[src/rtl/iq_stream_packer.sv]
// Packs aligned I0/Q0/I1/Q1 sample sets into 64-bit words, buffers them in a
// first-word-fall-through FIFO and frames them as fixed-length AXI4-Stream packets.
module iq_stream_packer #(
  parameter int FIFO_DEPTH = 16,
  parameter int PKT_LEN    = 256,
  parameter int CNT_W      = 16
) (
  input  logic                          i_clk,
  input  logic                          i_rst_n,
  input  logic [15:0]                   i_I0_data,
  input  logic [15:0]                   i_Q0_data,
  input  logic [15:0]                   i_I1_data,
  input  logic [15:0]                   i_Q1_data,
  input  logic                          i_I0_valid,
  input  logic                          i_Q0_valid,
  input  logic                          i_I1_valid,
  input  logic                          i_Q1_valid,
  input  logic                          i_enable,
  output logic [63:0]                   o_m_axis_tdata,
  output logic                          o_m_axis_tvalid,
  input  logic                          i_m_axis_tready,
  output logic                          o_m_axis_tlast,
  output logic [$clog2(FIFO_DEPTH):0]   o_fifo_level,
  output logic [CNT_W-1:0]              o_overflow_cnt,
  output logic                          o_active
);

  localparam int AW = $clog2(FIFO_DEPTH);
  localparam int BW = (PKT_LEN > 1) ? $clog2(PKT_LEN) : 1;
  localparam logic [BW-1:0] LAST_BEAT = BW'(PKT_LEN - 1);
  localparam logic [AW:0]   FULL_LVL  = FIFO_DEPTH[AW:0];

  typedef enum logic {
    IDLE,
    RUN
  } state_t;

  state_t          state;
  state_t          state_nxt;
  logic [64:0]     mem [FIFO_DEPTH];
  logic [64:0]     head;
  logic [AW-1:0]   wr_ptr;
  logic [AW-1:0]   rd_ptr;
  logic [AW:0]     level;
  logic [BW-1:0]   beat;
  logic [CNT_W-1:0] ovf_cnt;
  logic            strobe;
  logic            empty;
  logic            full;
  logic            pop;
  logic            push;
  logic            drop;
  logic            is_last;

  assign strobe  = i_I0_valid & i_Q0_valid & i_I1_valid & i_Q1_valid;
  assign empty   = (level == '0);
  assign full    = (level == FULL_LVL);
  assign pop     = !empty && i_m_axis_tready;
  // A full FIFO still accepts a word when the head leaves in the same cycle.
  assign push    = (state == RUN) && strobe && (!full || pop);
  assign drop    = (state == RUN) && strobe && !push;
  assign is_last = (beat == LAST_BEAT);

  always_ff @(posedge i_clk or negedge i_rst_n) begin
    if (!i_rst_n) begin
      state <= IDLE;
    end else begin
      state <= state_nxt;
    end
  end

  // Leaving RUN waits for a packet boundary so every packet ends with tlast.
  always_comb begin
    state_nxt = state;
    case (state)
      IDLE: begin
        if (i_enable) begin
          state_nxt = RUN;
        end
      end
      RUN: begin
        if (!i_enable && ((beat == '0 && !push) || (push && is_last))) begin
          state_nxt = IDLE;
        end
      end
      default: state_nxt = IDLE;
    endcase
  end

  always_ff @(posedge i_clk) begin
    if (push) begin
      mem[wr_ptr] <= {is_last, i_Q1_data, i_I1_data, i_Q0_data, i_I0_data};
    end
  end

  always_ff @(posedge i_clk or negedge i_rst_n) begin
    if (!i_rst_n) begin
      wr_ptr <= '0;
      rd_ptr <= '0;
      level  <= '0;
    end else begin
      if (push) begin
        wr_ptr <= wr_ptr + 1'b1;
      end
      if (pop) begin
        rd_ptr <= rd_ptr + 1'b1;
      end
      case ({push, pop})
        2'b10:   level <= level + 1'b1;
        2'b01:   level <= level - 1'b1;
        default: level <= level;
      endcase
    end
  end

  always_ff @(posedge i_clk or negedge i_rst_n) begin
    if (!i_rst_n) begin
      beat <= '0;
    end else if (state == IDLE) begin
      beat <= '0;
    end else if (push) begin
      beat <= is_last ? '0 : beat + 1'b1;
    end
  end

  always_ff @(posedge i_clk or negedge i_rst_n) begin
    if (!i_rst_n) begin
      ovf_cnt <= '0;
    end else if (drop && ovf_cnt != '1) begin
      ovf_cnt <= ovf_cnt + 1'b1;
    end
  end

  // Storage is not reset, so the head is masked while the FIFO is empty.
  assign head            = empty ? '0 : mem[rd_ptr];
  assign o_m_axis_tdata  = head[63:0];
  assign o_m_axis_tlast  = head[64];
  assign o_m_axis_tvalid = !empty;
  assign o_fifo_level    = level;
  assign o_overflow_cnt  = ovf_cnt;
  assign o_active        = (state == RUN);

endmodule

[config.mk]
export PLATFORM = sky130hd
export DESIGN_NAME = iq_stream_packer
export DESIGN_NICKNAME = d
export VERILOG_FILES = /design/src/rtl/iq_stream_packer.sv
export SDC_FILE = /design/constraint.sdc
export NUM_CORES = 1
export LEC_CHECK = 0
export ABC_AREA = 1
export CAP_MARGIN = 0
export CELL_PAD_IN_SITES_DETAIL_PLACEMENT = 1
export CELL_PAD_IN_SITES_GLOBAL_PLACEMENT = 1
export CORE_MARGIN = 8
export CORE_UTILIZATION = 37
export DETAILED_ROUTE_END_ITERATION = 10
export PLACE_DENSITY = 0.67
export SLEW_MARGIN = 10
export SYNTH_ARGS = -nofsm -noshare
export SYNTH_HDL_FRONTEND = slang
export SYNTH_SLANG_ARGS = --single-unit
[constraint.sdc]
create_clock -name i_clk -period 6.15 [get_ports i_clk]
set_input_delay 1.845 -clock i_clk [delete_from_list [all_inputs] [get_ports i_clk]]
set_output_delay 1.845 -clock i_clk [all_outputs]
set_load 0.005 [all_outputs]
=== Word-level counts from Yosys, hierarchy flattened ===
Memory sizes are Yosys's and may differ from the RTL's.
Cells that the tools add are included.

* Bitwise logic cells: 4
* Eq/ne operators: 6
* Mux-type cells: 10
* $add $sub $neg: 6
* Reduce and logical (&&, ||, !) cells: 17

{| class="wikitable"
|+ Operators with widths
! kind !! number
|-
| 2-to-1 mux 65 bit || 1
|-
| 2-to-1 mux 8 bit || 3
|-
| adder 16 x 1 -> 16 bit (second input constant) || 1
|-
| != test 16 bit (second input constant) || 1
|-
| one-hot mux 5 bit (2 select lines) || 1
|-
| adder 4 x 1 -> 4 bit (second input constant) || 2
|-
| adder 8 x 1 -> 8 bit (second input constant) || 1
|-
| == test 8 bit (second input constant) || 1
|-
| logical AND 1 bit || 8
|-
| zero test 8 bit || 1
|-
| adder 5 x 1 -> 5 bit (second input constant) || 1
|-
| == test 5 bit (second input constant) || 1
|-
| zero test 5 bit || 1
|-
| subtractor 5 x 1 -> 5 bit (second input constant) || 1
|-
| zero test 1 bit || 4
|-
| 2-to-1 mux 1 bit || 4
|-
| bitwise AND 1 bit || 3
|-
| == test 2 x 1 -> 1 bit (second input constant) || 1
|-
| == test 2 bit (second input constant) || 1
|-
| logical OR 1 bit || 2
|-
| != test 2 x 1 -> 1 bit (second input constant) || 1
|-
| one-hot mux 1 bit (2 select lines) || 1
|-
| nonzero test 2 bit || 1
|-
| inverter 1 bit || 1
|}

* Memories kept: 1
* Bits in writable memories: 1040
* Bits in registers: 38

{| class="wikitable"
|+ Memory list
! name !! words !! bits a word !! read ports !! clocked after memory_dff !! write ports !! RTL line !! source
|-
| mem || 16 || 65 || 1 || 0 || 1 || 40 || <nowiki>logic [64:0] mem [FIFO_DEPTH];</nowiki>
|}

=== Logic depth before layout (Yosys ltp) ===
Gate-level depths: netlist (run 1).

* Depth after elaboration: 11
* Gate-level depth with buffers: 14

=== Least setup slack after synthesis (run 1) ===
OpenSTA, ideal clock, no wires.

* Path kind: input-to-reg
* From: in i_Q1_valid
* To: mem mem[15][0] (enable)
* Data arrival time: 5252 ps
* Path slack: 410 ps
* Stages: 8
* Library setup time: 488 ps
* Path buffers: 2
* Required time: 5662 ps
* Cells stage by stage: nand2_1 > nor2_2 > nand2_2 > nor2_2 > buf_6 > buf_6 > nand3_2 > nor2_1

* Longest elaborated chain between the ends: 5

{| class="wikitable"
|+ RTL lines
! what !! RTL line !! source
|-
| from (decl) || 17 || <nowiki>input logic i_Q1_valid,</nowiki>
|-
| bitwise AND 1 bit || 55 || <nowiki>assign strobe = i_I0_valid & i_Q0_valid & i_I1_valid & i_Q1_valid;</nowiki>
|-
| logical AND 1 bit (2 in a row) || 60 || <nowiki>assign push = (state == RUN) && strobe && (!full || pop);</nowiki>
|-
| 2-to-1 mux 1 bit || 91 || <nowiki>if (push) begin</nowiki>
|-
| 2-to-1 mux 1 bit (not written as such) || 92 || <nowiki>mem[wr_ptr] <= {is_last, i_Q1_data, i_I1_data, i_Q0_data, i_I0_data};</nowiki>
|-
| to (decl) || 40 ||
|}

No other way between the ends.

=== Worst setup path after layout (run 1) ===
* From: reg rd_ptr[0]
* To: out o_m_axis_tdata[29]

* Longest elaborated chain between the ends: 2

{| class="wikitable"
|+ RTL lines
! what !! RTL line !! source
|-
| from (decl) || 43 || <nowiki>logic [AW-1:0] rd_ptr;</nowiki>
|-
| from (signal assigned) || 106 || <nowiki>rd_ptr <= rd_ptr + 1'b1;</nowiki>
|-
| memory read (16 x 65 bit) || - ||
|-
| 2-to-1 mux 65 bit || 135 || <nowiki>assign head = empty ? '0 : mem[rd_ptr];</nowiki>
|-
| to (decl) || 19 || <nowiki>output logic [63:0] o_m_axis_tdata,</nowiki>
|}

No other way between the ends.

==> metrics.csv, run 1 <==
stage,metric,value,unit
worst_setup_path,crit path cell chain,"clkinv_16, buf_12, nand2_1, nand3_1, nand3_1, nand3_1, a21oi_1, clkdlybuf4s50_1",
worst_setup_path,Worst setup SP type,flop,
grt,first-pass GRT wire length,205000,µm
floorplanning,Die ar.,137000,µm²
yosys,number of synthesized flops with an enable pin,1040,
sta,max-slew violation count,0,
cells_and_area,Non-Filler Instances,6265,
yosys,dominant synthesized flop cell,edfxtp_1,
clock_network,CTS Buf Count,113,
worst_setup_path,Crit Path Class,flop to output port,
yosys,mean post-synth cell area,10.5,µm²
worst_hold_path,hold_sp,o_overflow_cnt[9],
power_and_ir_drop,power density over the cells,436,nW/µm²
detailed_routing,Vias/cell,5.05,
yosys,mapped cell area,46300,µm²
power_and_ir_drop,leak pwr,21.6,nW
clock_network,setup bufs post-CTS,0,
detailed_routing,drt drc,0,
yosys,library cells used by synthesis,32,
grt,GRT overflow,0,
placement,dpl cells,6046,
grt,number of global-route vias before repair,33600,
grt,largest net degree at the start of global routing,172,
sta,Worst-Margin Slew,0.997,ns
worst_setup_path,worst setup path start,rd_ptr[0],
yosys,Post-Synthesis Cells,4395,
worst_setup_path,reg2reg end,mem[12][5],
worst_setup_path,most frequent CP cell,nand3_1,
yosys,post-synth top area cell,edfxtp_1,
placement,DP HPWL,71100,µm
worst_setup_path,Critical Path AT,4.03,ns
cells_and_area,area of the multi-input gates,10900,µm²
sta,headroom to the max-slew limit,0.335,
detailed_routing,wire per inst,21.6,µm
yosys,share of Yosys cell area claimed by the top area cell type,0.674,
status,status,"complete, no violations",
clock_network,H-tree depth,3,
cells_and_area,Area Overhead vs Synth,15.4,%
yosys,Synth Warn #,0,
worst_setup_path,FF-to-FF Start,o_active,
yosys,"Net Count, Synth",4479,
clock_network,Post-CTS Hold Buffers,0,
cells_and_area,share of layout cells above drive strength 1,0.0621,
grt,initial antenna violation count,5,
floorplanning,die height,370,µm
placement,GP Congestion,0.759,
worst_setup_path,CP Capture Type,output port,
clock_network,Skew-Pair Late Insertion Delay,0.72,ns
worst_hold_path,Worst Hold Depth,2,
yosys,fraction of synthesis flops using an asynchronous set or reset pin,0.0353,
power_and_ir_drop,total chip power,0.0233,W
floorplanning,Cell Rows,130,
placement,PortBufs,159,
yosys,share of the yosys chip area belonging to registers,0.695,
sta,Tcrit/Tclk final,0.955,
worst_setup_path,critical path's largest stage delay,0.63,ns
worst_setup_path,Worst path top cell family by delay,buffers and inverters,
worst_setup_path,Critical-path top delay cell,dfrtp_4,
sta,Layout Skew,0.0198,ns
sta,RSZ-0062 raised after global routing,no,
yosys,"top cells by count, synth","nand2_1 (1681), edfxtp_1 (1040), nand3_1 (670)",
floorplanning,Die Wd,370,µm
worst_setup_path,FF-to-FF setup slack,3.07,ns
detailed_routing,DRT Pass-1 Iters,5,
sta,fmax,0.170,GHz
clock_network,Sink Count,1078,
clock_network,post_cts resized,0,
clock_network,Root Driver,clkbuf_16,
yosys,most frequent cell after synthesis,nand2_1,
detailed_routing,initial drt markers,2057,
sta,Setup TNS,0,ns
floorplanning,I/O pin count,160,
floorplanning,Core Area,125000,µm²
cells_and_area,register area,32200,µm²
yosys,number of synthesized register bits,1078,
clock_network,Clock Path Buffers,3,
clock_network,clk slew on worst S/H paths,0.06,ns
cells_and_area,filler cell count,13700,
cells_and_area,nets,4595,
grt,GR Util All Layers,0.194,
detailed_routing,Total Wirelength,135000,µm
yosys,Area contributors post-synth,"edfxtp_1 (67%), nand2_1 (14%), nand3_1 (7.2%), inv_1 (4.5%), dfrtp_1 (2.1%)",
sta,fin crit period,5.87,ns
sta,Final Hold Viols,0,
detailed_routing,Via Count,31600,
worst_setup_path,CP Buf/Inv Count,3,
flow_run,Max-cap violations,0,
worst_setup_path,Crit path required time,4.30,ns
sta,Final setup violation count,0,
power_and_ir_drop,worst vdd ir,0.387,mV
worst_setup_path,CP max FO,169,
clock_network,TritonCTS clock tree,done,
detailed_routing,"antenna viol nets, final",0,
worst_hold_path,Min-Delay Path Class,flop to flop,
worst_hold_path,Hold Path Sink,o_overflow_cnt[9],
floorplanning,initial core utilization,0.371,
worst_setup_path,R2R cell count,7,
state kept, by name, indices dropped and copies added (netlist names):
name / cells
o_active: 1
beat: 8
o_overflow_cnt: 16
o_fifo_level: 5
mem: 1040
wr_ptr: 4
rd_ptr: 4
cell families after synthesis:
logic type               Yosys count  share of synthesized area
adder cells (fa/ha/maj)           12                    0.00340
flip-flops                      1078                      0.695
XOR/XNOR                          22                    0.00416
AO/OA/AOI/OAI                     82                    0.00891
buffers and inverters            786                     0.0735
AND/OR/NAND/NOR                 2415                      0.216
routing by layer:
metal  global-route usage  up-vias  wire (µm)
met1                0.247    16100      58800
met5                    0        -          9
met2                0.343      678      67400
met4               0.0504        2       2650
met3               0.0307      183       6480
li1                     -    14600          -
cells in the final DEF, fill, tap and decap left out, drive strengths merged:
cell	synthesis	layout
clkinv	2	49
xnor2	8	8
clkdlybuf4s50	0	158
nor3	5	5
bufinv	0	14
a21oi	68	68
nand4	7	7
clkbuf	30	143
fa	1	1
nor2	43	43
o21ai	12	12
buf	196	69
dfrtp	38	38
edfxtp	1040	1040
xor2	14	14
ha	11	11
clkinvlp	0	6
nand3	673	673
nand2	1686	1686
o22ai	2	2
nand3b	1	1
inv	558	561
diode	0	6
final cells by class:
| class | count | area share |
|---|---|---|
| repair buffers | 227 | 0.0446 |
| multi-input cells | 2531 | 0.203 |
| flip-flops and latches | 1078 | 0.602 |
| well taps | 1650 | 0.0386 |
| clock buffers | 143 | 0.0571 |
| clock inverters | 70 | 0.0140 |
| inverters | 560 | 0.0402 |
| diodes | 6 | 0.000281 |
per-stage QoR:
step                instance area, µm²  hold slack (ns)  worst slack, ns   util
floorplan                        46300            0.512            0.410      -
global placement                 49700            0.535             1.12  0.398
detailed placement               49700            0.538             1.17  0.398
CTS                              53500            0.557            0.316  0.428
global route                     53500            0.590            0.213  0.428
finish                           53500            0.551            0.279  0.428
worst reg2reg max path, delay by kind of cell (launching register included):
kind	cells	cell delay [ns]
and+or+nand+nor	5	1.44
DFF	1	0.49
buffers and inverters	2	0.73
report_power, final:
part	total [W]	switching, W	internal (W)
Sequential	0.00826	0.000108	0.00815
Combinational	0.00802	0.00534	0.00267
Clock	0.00705	0.00294	0.00411
Total	0.0233	0.00839	0.0149
worst max path at each step:
stage | to | cells past startpoint
after floorplan | mem[15][0] | 8
after global placement | o_m_axis_tdata[61] | 9
after detailed placement | o_m_axis_tdata[61] | 9
after CTS | o_m_axis_tdata[2] | 9
after global routing | o_m_axis_tdata[61] | 9
final | o_m_axis_tdata[29] | 8
(Power assumes the default switching activity.)
==> run 2, diff against run 1 <==
Settings changed: CAP_MARGIN 0 to 20, CORE_UTILIZATION 37 to 49, PLACE_DENSITY 0.67 to 0.84.
==> metrics.csv, run 2 (same netlist as run 1, synthesis figures left out) <==
stage,metric,value,unit
grt,first-pass GRT wire length,216000,µm
sta,headroom to the max-slew limit,0.306,
worst_setup_path,Worst setup SP type,flop,
detailed_routing,"antenna viol nets, final",0,
cells_and_area,nets,4591,
worst_setup_path,crit path cell chain,"inv_16, buf_4, nand2_1, nand2_1, nand2_1, nand3_1, nand3_1, a21oi_1, clkdlybuf4s50_1",
grt,number of global-route vias before repair,36000,
worst_setup_path,CP Buf/Inv Count,3,
worst_setup_path,CP max FO,179,
grt,largest net degree at the start of global routing,187,
cells_and_area,Top reg by flops,mem,
clock_network,Clock Path Buffers,3,
sta,max-slew violation count,0,
placement,pre-CTS WS,1.36,ns
detailed_routing,Vias/cell,5.69,
detailed_routing,Via Count,33300,
clock_network,TritonCTS clock tree,done,
clock_network,Post-CTS Hold Buffers,0,
worst_setup_path,Critical Path AT,3.80,ns
floorplanning,initial core utilization,0.496,
worst_setup_path,Crit path required time,4.30,ns
worst_hold_path,Min-Delay Path Class,flop to flop,
sta,fmax,0.177,GHz
floorplanning,Die ar.,105000,µm²
clock_network,clk slew on worst S/H paths,0.06,ns
detailed_routing,wire per inst,24.6,µm
worst_setup_path,Worst path top cell family by delay,buffers and inverters,
cells_and_area,final core utilization,0.563,
sta,Setup WS post-layout,0.508,ns
floorplanning,Core Area,93500,µm²
cells_and_area,"commonest cells after routing, fill and taps aside","nand2_1 (1681), edfxtp_1 (1040), nand3_1 (670), inv_1 (550), clkdlybuf4s50_1 (158)",
cells_and_area,"commonest non-fill, non-tap cell in the layout",nand2_1,
placement,PortBufs,159,
clock_network,Skew-Pair Late Insertion Delay,0.70,ns
sta,Tcrit/Tclk final,0.917,
clock_network,setup bufs post-CTS,0,
sta,Final Hold Viols,0,
floorplanning,Die Wd,324,µm
power_and_ir_drop,leak pwr,21.4,nW
floorplanning,Cell Rows,112,
worst_setup_path,CP Capture Type,output port,
placement,DP HPWL,75500,µm
sta,RSZ-0062 raised after global routing,no,
sta,Setup TNS,0,ns
worst_setup_path,most frequent CP cell,nand2_1,
sta,Layout Skew,0.0279,ns
worst_setup_path,critical path's largest stage delay,0.57,ns
clock_network,CTS Buf Count,109,
detailed_routing,DRT Pass-1 Iters,6,
detailed_routing,drt drc,0,
power_and_ir_drop,power density over the cells,438,nW/µm²
cells_and_area,Area Overhead vs Synth,13.5,%
cells_and_area,Non-Filler Instances,5856,
power_and_ir_drop,total chip power,0.0230,W
status,status,"complete, no violations",
floorplanning,die height,324,µm
placement,GP Congestion,0.765,
worst_setup_path,Crit Path Class,flop to output port,
grt,GR Util All Layers,0.271,
detailed_routing,initial drt markers,3412,
power_and_ir_drop,worst vdd ir,0.585,mV
flow_run,Max-cap violations,0,
grt,initial antenna violation count,5,
clock_network,Sink Count,1078,
sta,Final setup violation count,0,
cells_and_area,share of layout cells above drive strength 1,0.0570,
grt,GRT overflow,0,
sta,Worst-Margin Slew,1.04,ns
floorplanning,I/O pin count,160,
placement,dpl cells,5650,
clock_network,H-tree depth,3,
cells_and_area,max reg flops,1040,
sta,fin crit period,5.64,ns
clock_network,post_cts resized,0,
worst_setup_path,Critical-path top delay cell,dfrtp_4,
clock_network,Root Driver,clkbuf_16,
detailed_routing,Total Wirelength,144000,µm
-- run 2: cell types whose count changed in the layout (fill, tap and decap cells not counted), moves of 3 or more --
cell	before	now
clkbuf_16	116	113
clkinv_1	17	25
buf_12	23	20
clkinv_2	28	22
bufinv_16	14	8
buf_4	45	48
clkbuf_8	5	1
clkbuf_1	22	26
clkinvlp_4	6	3
-- run 2: path summary, 6_finish.rpt --
| check | cells after the start | slack [ns] | endpoint | startpoint |
|---|---|---|---|---|
| setup / recovery | 9 | 0.51 | o_m_axis_tdata[21] | rd_ptr[0] |
| hold / removal | 2 | 0.55 | o_overflow_cnt[1] | o_overflow_cnt[1] |
| setup reg to reg | 8 | 3.30 | mem[6][43] | o_active |
| hold reg to reg | 2 | 0.55 | o_overflow_cnt[1] | o_overflow_cnt[1] |
| max in group asynchronous | 1 | 4.07 | rd_ptr[1] | i_rst_n |
| min in group asynchronous | 1 | 1.32 | o_overflow_cnt[11] | i_rst_n |
-- run 2: layout make-up --
type	instances	area, µm²
Clock buffer	140	2940
Fill cell	9917	40900
Clock inverter	61	517
Sequential cell	1078	32200
Antenna cell	5	12.5
Timing Repair Buffer	227	2350
Tap cell	1254	1570
Multi-Input combinational cell	2531	10900
Inverter	560	2130
-- run 2: power by group --
part	internal [W]	leakage [nW]	switching [W]
registers	0.00815	9.85	0.000180
logic	0.00266	9.90	0.00550
clock network	0.00370	1.69	0.00283
-- run 2: worst register-to-register path, cell delays in order, from the launching register on --
cell and delay [ns]:
dfrtp_1 0.46, inv_2 0.07, nor2_2 0.12, nand2_2 0.10, nor2_2 0.11, buf_4 0.20, nand2_1 0.26, nor2_4 0.55
buf_4 0.60
-- run 2: through the flow --
step / hold slack (ns) / cell area (µm²)
finish: 0.548 / 52600
global route: 0.603 / 52600
CTS: 0.553 / 52600
detailed placement: 0.538 / 49100
global placement: 0.523 / 49100
floorplan: 0.512 / 46300
-- run 2: layer usage --
metal	track usage	routed length (µm)
met1	0.327	54400
met2	0.480	73600
met3	0.0404	9790
met4	0.121	6180
met5	0	11
